[src/rtl/axi_wr_arbiter.sv]
// Two-requester AXI4 write scheduler: AW arbitration, W steering in AW order, B routing.
// Define AXI_WR_ARB_STRICT_PRIO_EN to make requester 0 always win instead of round-robin.
module axi_wr_arbiter #(
  parameter int MAX_OUTSTANDING = 4,
  parameter int ADDR_W          = 32,
  parameter int DATA_W          = 32
) (
  input  logic                ACLK,
  input  logic                ARESETn,
  input  logic [1:0]          REQ_VALID,
  output logic [1:0]          REQ_READY,
  input  logic [2*ADDR_W-1:0] REQ_ADDR,
  input  logic [15:0]         REQ_LEN,
  input  logic [2*DATA_W-1:0] REQ_WDATA,
  input  logic [1:0]          REQ_WVALID,
  output logic [1:0]          REQ_WREADY,
  output logic [1:0]          REQ_DONE,
  output logic [1:0]          REQ_RESP,
  output logic                ERR_BID,
  output logic [ADDR_W-1:0]   M_AXI_AWADDR,
  output logic                M_AXI_AWVALID,
  output logic [3:0]          M_AXI_AWID,
  output logic [7:0]          M_AXI_AWLEN,
  output logic [2:0]          M_AXI_AWSIZE,
  output logic [1:0]          M_AXI_AWBURST,
  input  logic                M_AXI_AWREADY,
  output logic [DATA_W-1:0]   M_AXI_WDATA,
  output logic [DATA_W/8-1:0] M_AXI_WSTRB,
  output logic                M_AXI_WVALID,
  output logic                M_AXI_WLAST,
  input  logic                M_AXI_WREADY,
  input  logic                M_AXI_BVALID,
  input  logic [3:0]          M_AXI_BID,
  input  logic [1:0]          M_AXI_BRESP,
  output logic                M_AXI_BREADY
);

  localparam int OW = $clog2(MAX_OUTSTANDING + 1);
  localparam int PW = $clog2(MAX_OUTSTANDING);
  localparam logic [OW-1:0] MAX_C = OW'(MAX_OUTSTANDING);

  typedef enum logic {W_IDLE, W_BURST} w_state_t;

  w_state_t w_state_q, w_next;

  logic [1:0]        req_ready_q;
  logic              awvalid_q;
  logic [ADDR_W-1:0] awaddr_q;
  logic [7:0]        awlen_q;
  logic              awid_q;
  logic [OW-1:0]     outs_q;
  logic [OW-1:0]     fcnt_q;
  logic [PW-1:0]     wr_ptr_q, rd_ptr_q;
  logic [8:0]        fifo_q [MAX_OUTSTANDING];
  logic [8:0]        head;
  logic [7:0]        beat_q, len_q;
  logic              owner_q;
  logic [1:0]        done_q;
  logic [1:0]        resp_q;
  logic              err_q;

  logic [1:0] gnt;
  logic       gnt_id;
  logic       can_grant;
  logic       aw_hs, b_hs, push, pop;
  logic       wvalid, wlast;
  logic [DATA_W-1:0] wdata;
  logic [1:0] req_wready;

`ifndef AXI_WR_ARB_STRICT_PRIO_EN
  logic last_q;
`endif

  assign aw_hs  = awvalid_q & M_AXI_AWREADY;
  assign b_hs   = M_AXI_BVALID;
  assign push   = |gnt;
  assign gnt_id = gnt[1];
  assign head   = fifo_q[rd_ptr_q];

  // Pick one requester when the AW slot, credit and order FIFO allow it
  always_comb begin
    can_grant = !awvalid_q && (outs_q < MAX_C) && (fcnt_q != MAX_C);
    gnt       = 2'b00;
`ifdef AXI_WR_ARB_STRICT_PRIO_EN
    if (REQ_VALID[0])      gnt = 2'b01;
    else if (REQ_VALID[1]) gnt = 2'b10;
`else
    if (REQ_VALID == 2'b11) gnt = last_q ? 2'b01 : 2'b10;
    else                    gnt = REQ_VALID;
`endif
    if (!can_grant) gnt = 2'b00;
  end

  // Register the granted command onto AW and hold it until AWREADY
  always_ff @(posedge ACLK) begin
    if (!ARESETn) begin
      req_ready_q <= 2'b00;
      awvalid_q   <= 1'b0;
      awaddr_q    <= '0;
      awlen_q     <= '0;
      awid_q      <= 1'b0;
    end else begin
      req_ready_q <= gnt;
      if (push) begin
        awvalid_q <= 1'b1;
        awaddr_q  <= gnt_id ? REQ_ADDR[2*ADDR_W-1:ADDR_W]
                            : REQ_ADDR[ADDR_W-1:0];
        awlen_q   <= gnt_id ? REQ_LEN[15:8] : REQ_LEN[7:0];
        awid_q    <= gnt_id;
      end else if (aw_hs) begin
        awvalid_q <= 1'b0;
      end
    end
  end

`ifndef AXI_WR_ARB_STRICT_PRIO_EN
  // Remember the last winner so the other requester is favoured next
  always_ff @(posedge ACLK) begin
    if (!ARESETn)  last_q <= 1'b1;
    else if (push) last_q <= gnt_id;
  end
`endif

  // Outstanding-write credit: AW adds one, B removes one
  always_ff @(posedge ACLK) begin
    if (!ARESETn) begin
      outs_q <= '0;
    end else if (aw_hs && !b_hs) begin
      outs_q <= outs_q + OW'(1);
    end else if (!aw_hs && b_hs && outs_q != '0) begin
      outs_q <= outs_q - OW'(1);
    end
  end

  // Order FIFO storage: {owner, LEN} per granted burst
  always_ff @(posedge ACLK) begin
    if (push) fifo_q[wr_ptr_q] <= {gnt_id, (gnt_id ? REQ_LEN[15:8] : REQ_LEN[7:0])};
  end

  // Order FIFO pointers and fill count
  always_ff @(posedge ACLK) begin
    if (!ARESETn) begin
      wr_ptr_q <= '0;
      rd_ptr_q <= '0;
      fcnt_q   <= '0;
    end else begin
      if (push) wr_ptr_q <= wr_ptr_q + PW'(1);
      if (pop)  rd_ptr_q <= rd_ptr_q + PW'(1);
      if (push && !pop)      fcnt_q <= fcnt_q + OW'(1);
      else if (!push && pop) fcnt_q <= fcnt_q - OW'(1);
    end
  end

  // W FSM state register
  always_ff @(posedge ACLK) begin
    if (!ARESETn) w_state_q <= W_IDLE;
    else          w_state_q <= w_next;
  end

  // W FSM next state and owner passthrough of the data stream
  always_comb begin
    w_next     = w_state_q;
    pop        = 1'b0;
    wvalid     = 1'b0;
    wlast      = 1'b0;
    wdata      = '0;
    req_wready = 2'b00;
    unique case (w_state_q)
      W_IDLE: begin
        if (fcnt_q != '0) begin
          pop    = 1'b1;
          w_next = W_BURST;
        end
      end
      W_BURST: begin
        wdata = owner_q ? REQ_WDATA[2*DATA_W-1:DATA_W]
                        : REQ_WDATA[DATA_W-1:0];
        wvalid = REQ_WVALID[owner_q];
        wlast  = (beat_q == len_q);
        req_wready[owner_q] = M_AXI_WREADY;
        if (wvalid && M_AXI_WREADY && wlast) w_next = W_IDLE;
      end
      default: w_next = W_IDLE;
    endcase
  end

  // Burst bookkeeping: latch owner/LEN at pop, count completed beats
  always_ff @(posedge ACLK) begin
    if (!ARESETn) begin
      beat_q  <= '0;
      len_q   <= '0;
      owner_q <= 1'b0;
    end else if (pop) begin
      beat_q  <= '0;
      len_q   <= head[7:0];
      owner_q <= head[8];
    end else if (wvalid && M_AXI_WREADY && !wlast) begin
      beat_q  <= beat_q + 8'd1;
    end
  end

  // Route each B response back to its requester by BID
  always_ff @(posedge ACLK) begin
    if (!ARESETn) begin
      done_q <= 2'b00;
      resp_q <= 2'b00;
      err_q  <= 1'b0;
    end else begin
      done_q <= 2'b00;
      resp_q <= 2'b00;
      if (b_hs) begin
        if (M_AXI_BID == 4'd0) begin
          done_q <= 2'b01;
          resp_q <= M_AXI_BRESP;
        end else if (M_AXI_BID == 4'd1) begin
          done_q <= 2'b10;
          resp_q <= M_AXI_BRESP;
        end else begin
          err_q  <= 1'b1;
        end
      end
    end
  end

  assign REQ_READY     = req_ready_q;
  assign REQ_WREADY    = req_wready;
  assign REQ_DONE      = done_q;
  assign REQ_RESP      = resp_q;
  assign ERR_BID       = err_q;
  assign M_AXI_AWADDR  = awaddr_q;
  assign M_AXI_AWVALID = awvalid_q;
  assign M_AXI_AWID    = {3'b000, awid_q};
  assign M_AXI_AWLEN   = awlen_q;
  assign M_AXI_AWSIZE  = 3'($clog2(DATA_W / 8));
  assign M_AXI_AWBURST = 2'b01;
  assign M_AXI_WDATA   = wdata;
  assign M_AXI_WSTRB   = '1;
  assign M_AXI_WVALID  = wvalid;
  assign M_AXI_WLAST   = wlast;
  assign M_AXI_BREADY  = 1'b1;

endmodule

[config.mk]
export PLATFORM = sky130hd
export DESIGN_NAME = axi_wr_arbiter
export DESIGN_NICKNAME = d
export VERILOG_FILES = /design/src/rtl/axi_wr_arbiter.sv
export SDC_FILE = /design/constraint.sdc
export NUM_CORES = 1
export LEC_CHECK = 0
export BUFFER_PORTS_ARGS = -buffer_cell sky130_fd_sc_hd__buf_4
export CAP_MARGIN = 20
export CORE_ASPECT_RATIO = 0.5
export CORE_MARGIN = 2
export CORE_UTILIZATION = 30
export DETAILED_ROUTE_END_ITERATION = 10
export PLACE_DENSITY = 0.58
export SETUP_SLACK_MARGIN = 0.5
export SLEW_MARGIN = 25
export SYNTH_ARGS = -nofsm -noshare
export SYNTH_HDL_FRONTEND = slang
export SYNTH_SLANG_ARGS = --single-unit
[constraint.sdc]
create_clock -name ACLK -period 2.9 [get_ports ACLK]
set_input_delay 0.145 -clock ACLK [delete_from_list [all_inputs] [get_ports ACLK]]
set_output_delay 0.145 -clock ACLK [all_outputs]
set_load 0.02 [all_outputs]
==> results.py <==
metrics = {
    "outcome": {
        "status": "finished, violations left",
        "violations": "design-rule violations",
    },
    "floorplan": {
        "dieArea_mm2": 0.01926,
        "num_rows": 34,
        "die_h_um": 99.15,
        "pin_count": 257,
        "core_area_mm2": 0.01757,
        "initial_utilization_pct": 30.91,
        "fp.dieW_um": 194.3,
    },
    "logic_synthesis": {
        "yosysUniqueCellTypes": 40,
        "synthFlopType": "dfxtp_1",
        "synth-edff-count": 36,
        "yosysSeqAreaShare_pct": 48.65,
        "async_reset_ff_share_pct": 0,
        "syn_inst": 565,
        "syn_avg_cell_area_um2": 9.613,
        "yosysWarnings": 0,
        "ys_seq_elements": 114,
        "synth_area_mm2": 0.005431,
    },
    "grt": {
        "grt_max_degree": 88,
        "grt-busiest-layer": "met2",
        "use_met2_pct": 26.76,
        "grt_antenna_before_repair": 0,
        "grt_pass1_vias": 4886,
        "globalRouteOverflowTotal": 0,
        "grt_use_total_pct": 15.82,
        "grt_pass1_wl_um": 24370,
        "grt_util_met3_pct": 4.849,
        "use_met1_pct": 19.49,
    },
    "finish": {
        "fin_area_mm2": 0.008466,
        "nets": 1010,
        "drive_above_1_share_pct": 34.93,
        "utilization_pct": 48.18,
        "syn_to_final_growth_pct": 55.86,
        "fin_cells": 1090,
        "antenna-diode-count": 0,
    },
    "detailed_routing": {
        "routed_wl_um": 15670,
        "drc": 17,
        "drt-wirelength-per-cell_um": 14.38,
        "drt_first_iter_violations": 226,
        "vias": 4993,
        "vias_per_cell": 4.581,
        "ant_nets": 0,
        "first_pass_iters": 8,
    },
    "worst_setup_path": {
        "critPathArrivalTime_ps": 2610,
        "worst-r2r-cell-count": 8,
        "crit_fanout": 21,
        "crit_type": "reg2reg",
        "cp_cell_sequence": "nor3b_2, nor4_2, nand2_1, clkinv_4, buf_4, nand2_1, a31oi_1, dlygate4sd3_1",
        "timing.rr.start": "fcnt_q[1]",
        "crit_top_cell": "nand2_1",
        "cp_slowest_stage_delay_ps": 580,
        "start_kind": "register",
        "cp_slowest_cell": "dlygate4sd3_1",
        "r2r-end": "M_AXI_AWADDR[19]",
        "crit_end": "M_AXI_AWADDR[19]",
        "r2r_slack_ps": 630,
        "worstPathRequired_ps": 3240,
        "timing.critical_path.from": "fcnt_q[1]",
        "endpoint_kind": "register",
    },
    "clock_tree": {
        "numCtsBuffers": 17,
        "cts_root_buffer": "clkbuf_16",
        "cts_tree": "yes",
        "path_clk_slew_ps": 50,
        "cts_buffer_depth": 2,
        "h-tree-depth": 4,
        "clock_latency_ps": 400,
        "cts.sinks": 114,
    },
    "placement": {
        "place_area_mm2": 0.007378,
        "dp_hpwl_um": 10730,
        "dp_cells": 1009,
        "gp_congestion": 0.8319,
        "port-buffer-count": 243,
    },
    "min_path": {
        "hold_path_depth": 3,
        "hold_class": "in2reg",
    },
    "sta": {
        "hold_viol": 0,
        "relSlewSlack_pct": 47.30,
        "tightest_slew_ps": 785.3,
        "setup_viol": 0,
        "fin_crit_sh_pct": 78.21,
        "skew_ps": 5.574,
        "slew_viol_final": 0,
        "max_clock_freq_mhz": 440.9,
        "grt_setup_unrepaired": "false",
        "period_minus_slack_ps": 2268,
        "setup_tns_ps": 0,
    },
    "power_and_ir_drop": {
        "ir_drop_v": 0.0003759,
        "power_density_mw_per_mm2": 922.8,
        "leakage_nw": 3.645,
    },
    "run": {
        "drv_cap": 0,
    },
}
-- cell usage after synthesis (all sizes together), types with 4 or more instances --
cell	number	share of area, %
nor3	4	0.37
edfxtp	36	20
a31oi	40	4.6
or3	5	0.58
clkbuf	20	1.4
nor2	8	0.60
inv	7	0.48
dfxtp	78	29
xnor2	12	1.9
buf	32	3.8
mux4	9	3.7
a21oi	8	0.74
ha	6	1.4
a21boi	11	1.5
nor2b	39	4.5
nand4	4	0.46
and2	14	1.6
nand2	119	8.2
mux2i	36	6.6
o21ai	50	4.6
-- cells by family (layout without fill, tap and decap cells) --
group / count (synthesis) / after routing / synth area share (%)
buf+inv: 59 / 339 / 5.690
xor+xnor: 15 / 15 / 2.419
compound gates: 117 / 117 / 12.65
fa+ha+maj: 8 / 8 / 2.119
simple gates: 205 / 205 / 17.97
mux: 45 / 45 / 10.37
other cells: 2 / 13 / 0.1383
flops: 114 / 114 / 48.65
-- per-layer routing --
layer	vias up	wire length, um	part of all wire, %
li1	2495	-	-
met1	2309	7038	45
met2	175	7399	47
met3	14	1069	6.8
met4	0	164	1.0
met5	-	0	0
-- how the worst min path moves through the flow --
stage                                  end  slack (ps)          from
final                     M_AXI_AWADDR[10]          20  REQ_ADDR[42]
after global placement         REQ_DONE[0]         310  M_AXI_BID[0]
after detailed placement       REQ_DONE[0]         320  M_AXI_BID[0]
after global routing      M_AXI_AWADDR[12]          10  REQ_ADDR[12]
after floorplan                REQ_DONE[0]         220  M_AXI_BID[0]
after CTS                 M_AXI_AWADDR[12]         0.4  REQ_ADDR[12]
-- critical path, delay by kind of cell (launching register included) --
| kind | cells | cell delay (ps) |
|---|---|---|
| buffers and inverters | 3 | 1000 |
| and+or+nand+nor | 4 | 600 |
| AOI/OAI and AO/OA | 1 | 170 |
| DFF | 1 | 420 |
-- final cells by class --
| class | count | area (um^2) |
|---|---|---|
| clock buffer | 22 | 454.2 |
| clock inverter | 10 | 111.4 |
| fill | 1635 | 9104 |
| inverter | 7 | 31.28 |
| multi-input combinational | 403 | 2530 |
| sequential | 114 | 2645 |
| tap | 234 | 292.8 |
| timing repair buffer | 300 | 2401 |
-- where the power goes --
| group | total (mW) | leakage, nW | internal [mW] | switching (mW) |
|---|---|---|---|---|
| logic | 3.36 | 2.41 | 1.56 | 1.80 |
| registers | 2.46 | 0.976 | 2.17 | 0.292 |
| clock network | 1.99 | 0.261 | 1.28 | 0.711 |
-- placed cells by master (no fill, tap or decap), types with 14 or more instances in the layout --
| master | instances |
|---|---|
| nand2_1 | 119 |
| dlygate4sd3_1 | 46 |
| and2_1 | 14 |
| mux2i_1 | 36 |
| clkbuf_16 | 18 |
| edfxtp_1 | 36 |
| o21ai_0 | 49 |
| nor2b_1 | 39 |
| a31oi_1 | 40 |
| buf_4 | 251 |
| dfxtp_1 | 76 |
-- through the flow --
| stage | hold slack [ps] | worst slack, ps | power, mW |
|---|---|---|---|
| finish | 15.36 | 632.0 | 7.812 |
| detailed placement | 316.6 | 466.3 | 5.596 |
| global placement | 309.5 | 560.1 | 5.571 |
| floorplan | 216.6 | 512.5 | 4.524 |
| CTS | 0.3755 | 529.2 | 7.767 |
| global route | 10.80 | 499.4 | 8.287 |
-- state kept, by name (all words and copies together), names as in the netlist, 2 cells and up --
signal and count:
outs_q 3, REQ_DONE 2, M_AXI_AWADDR 32, M_AXI_AWLEN 8
REQ_READY 2, wr_ptr_q 2, len_q 8, beat_q 8
fifo_q 36, fcnt_q 3, REQ_RESP 2, rd_ptr_q 2
-- timing repair --
action                                 in CTS  in global routing
setup endpoints to repair                  36                 53
hold buffers                               46                  0
endpoints found under the hold margin      30                  0
buffers inserted                            0                  2
resized for setup                           1                  8
cloned                                      0                  1
Note: power is estimated with default switching activity, not from simulation.
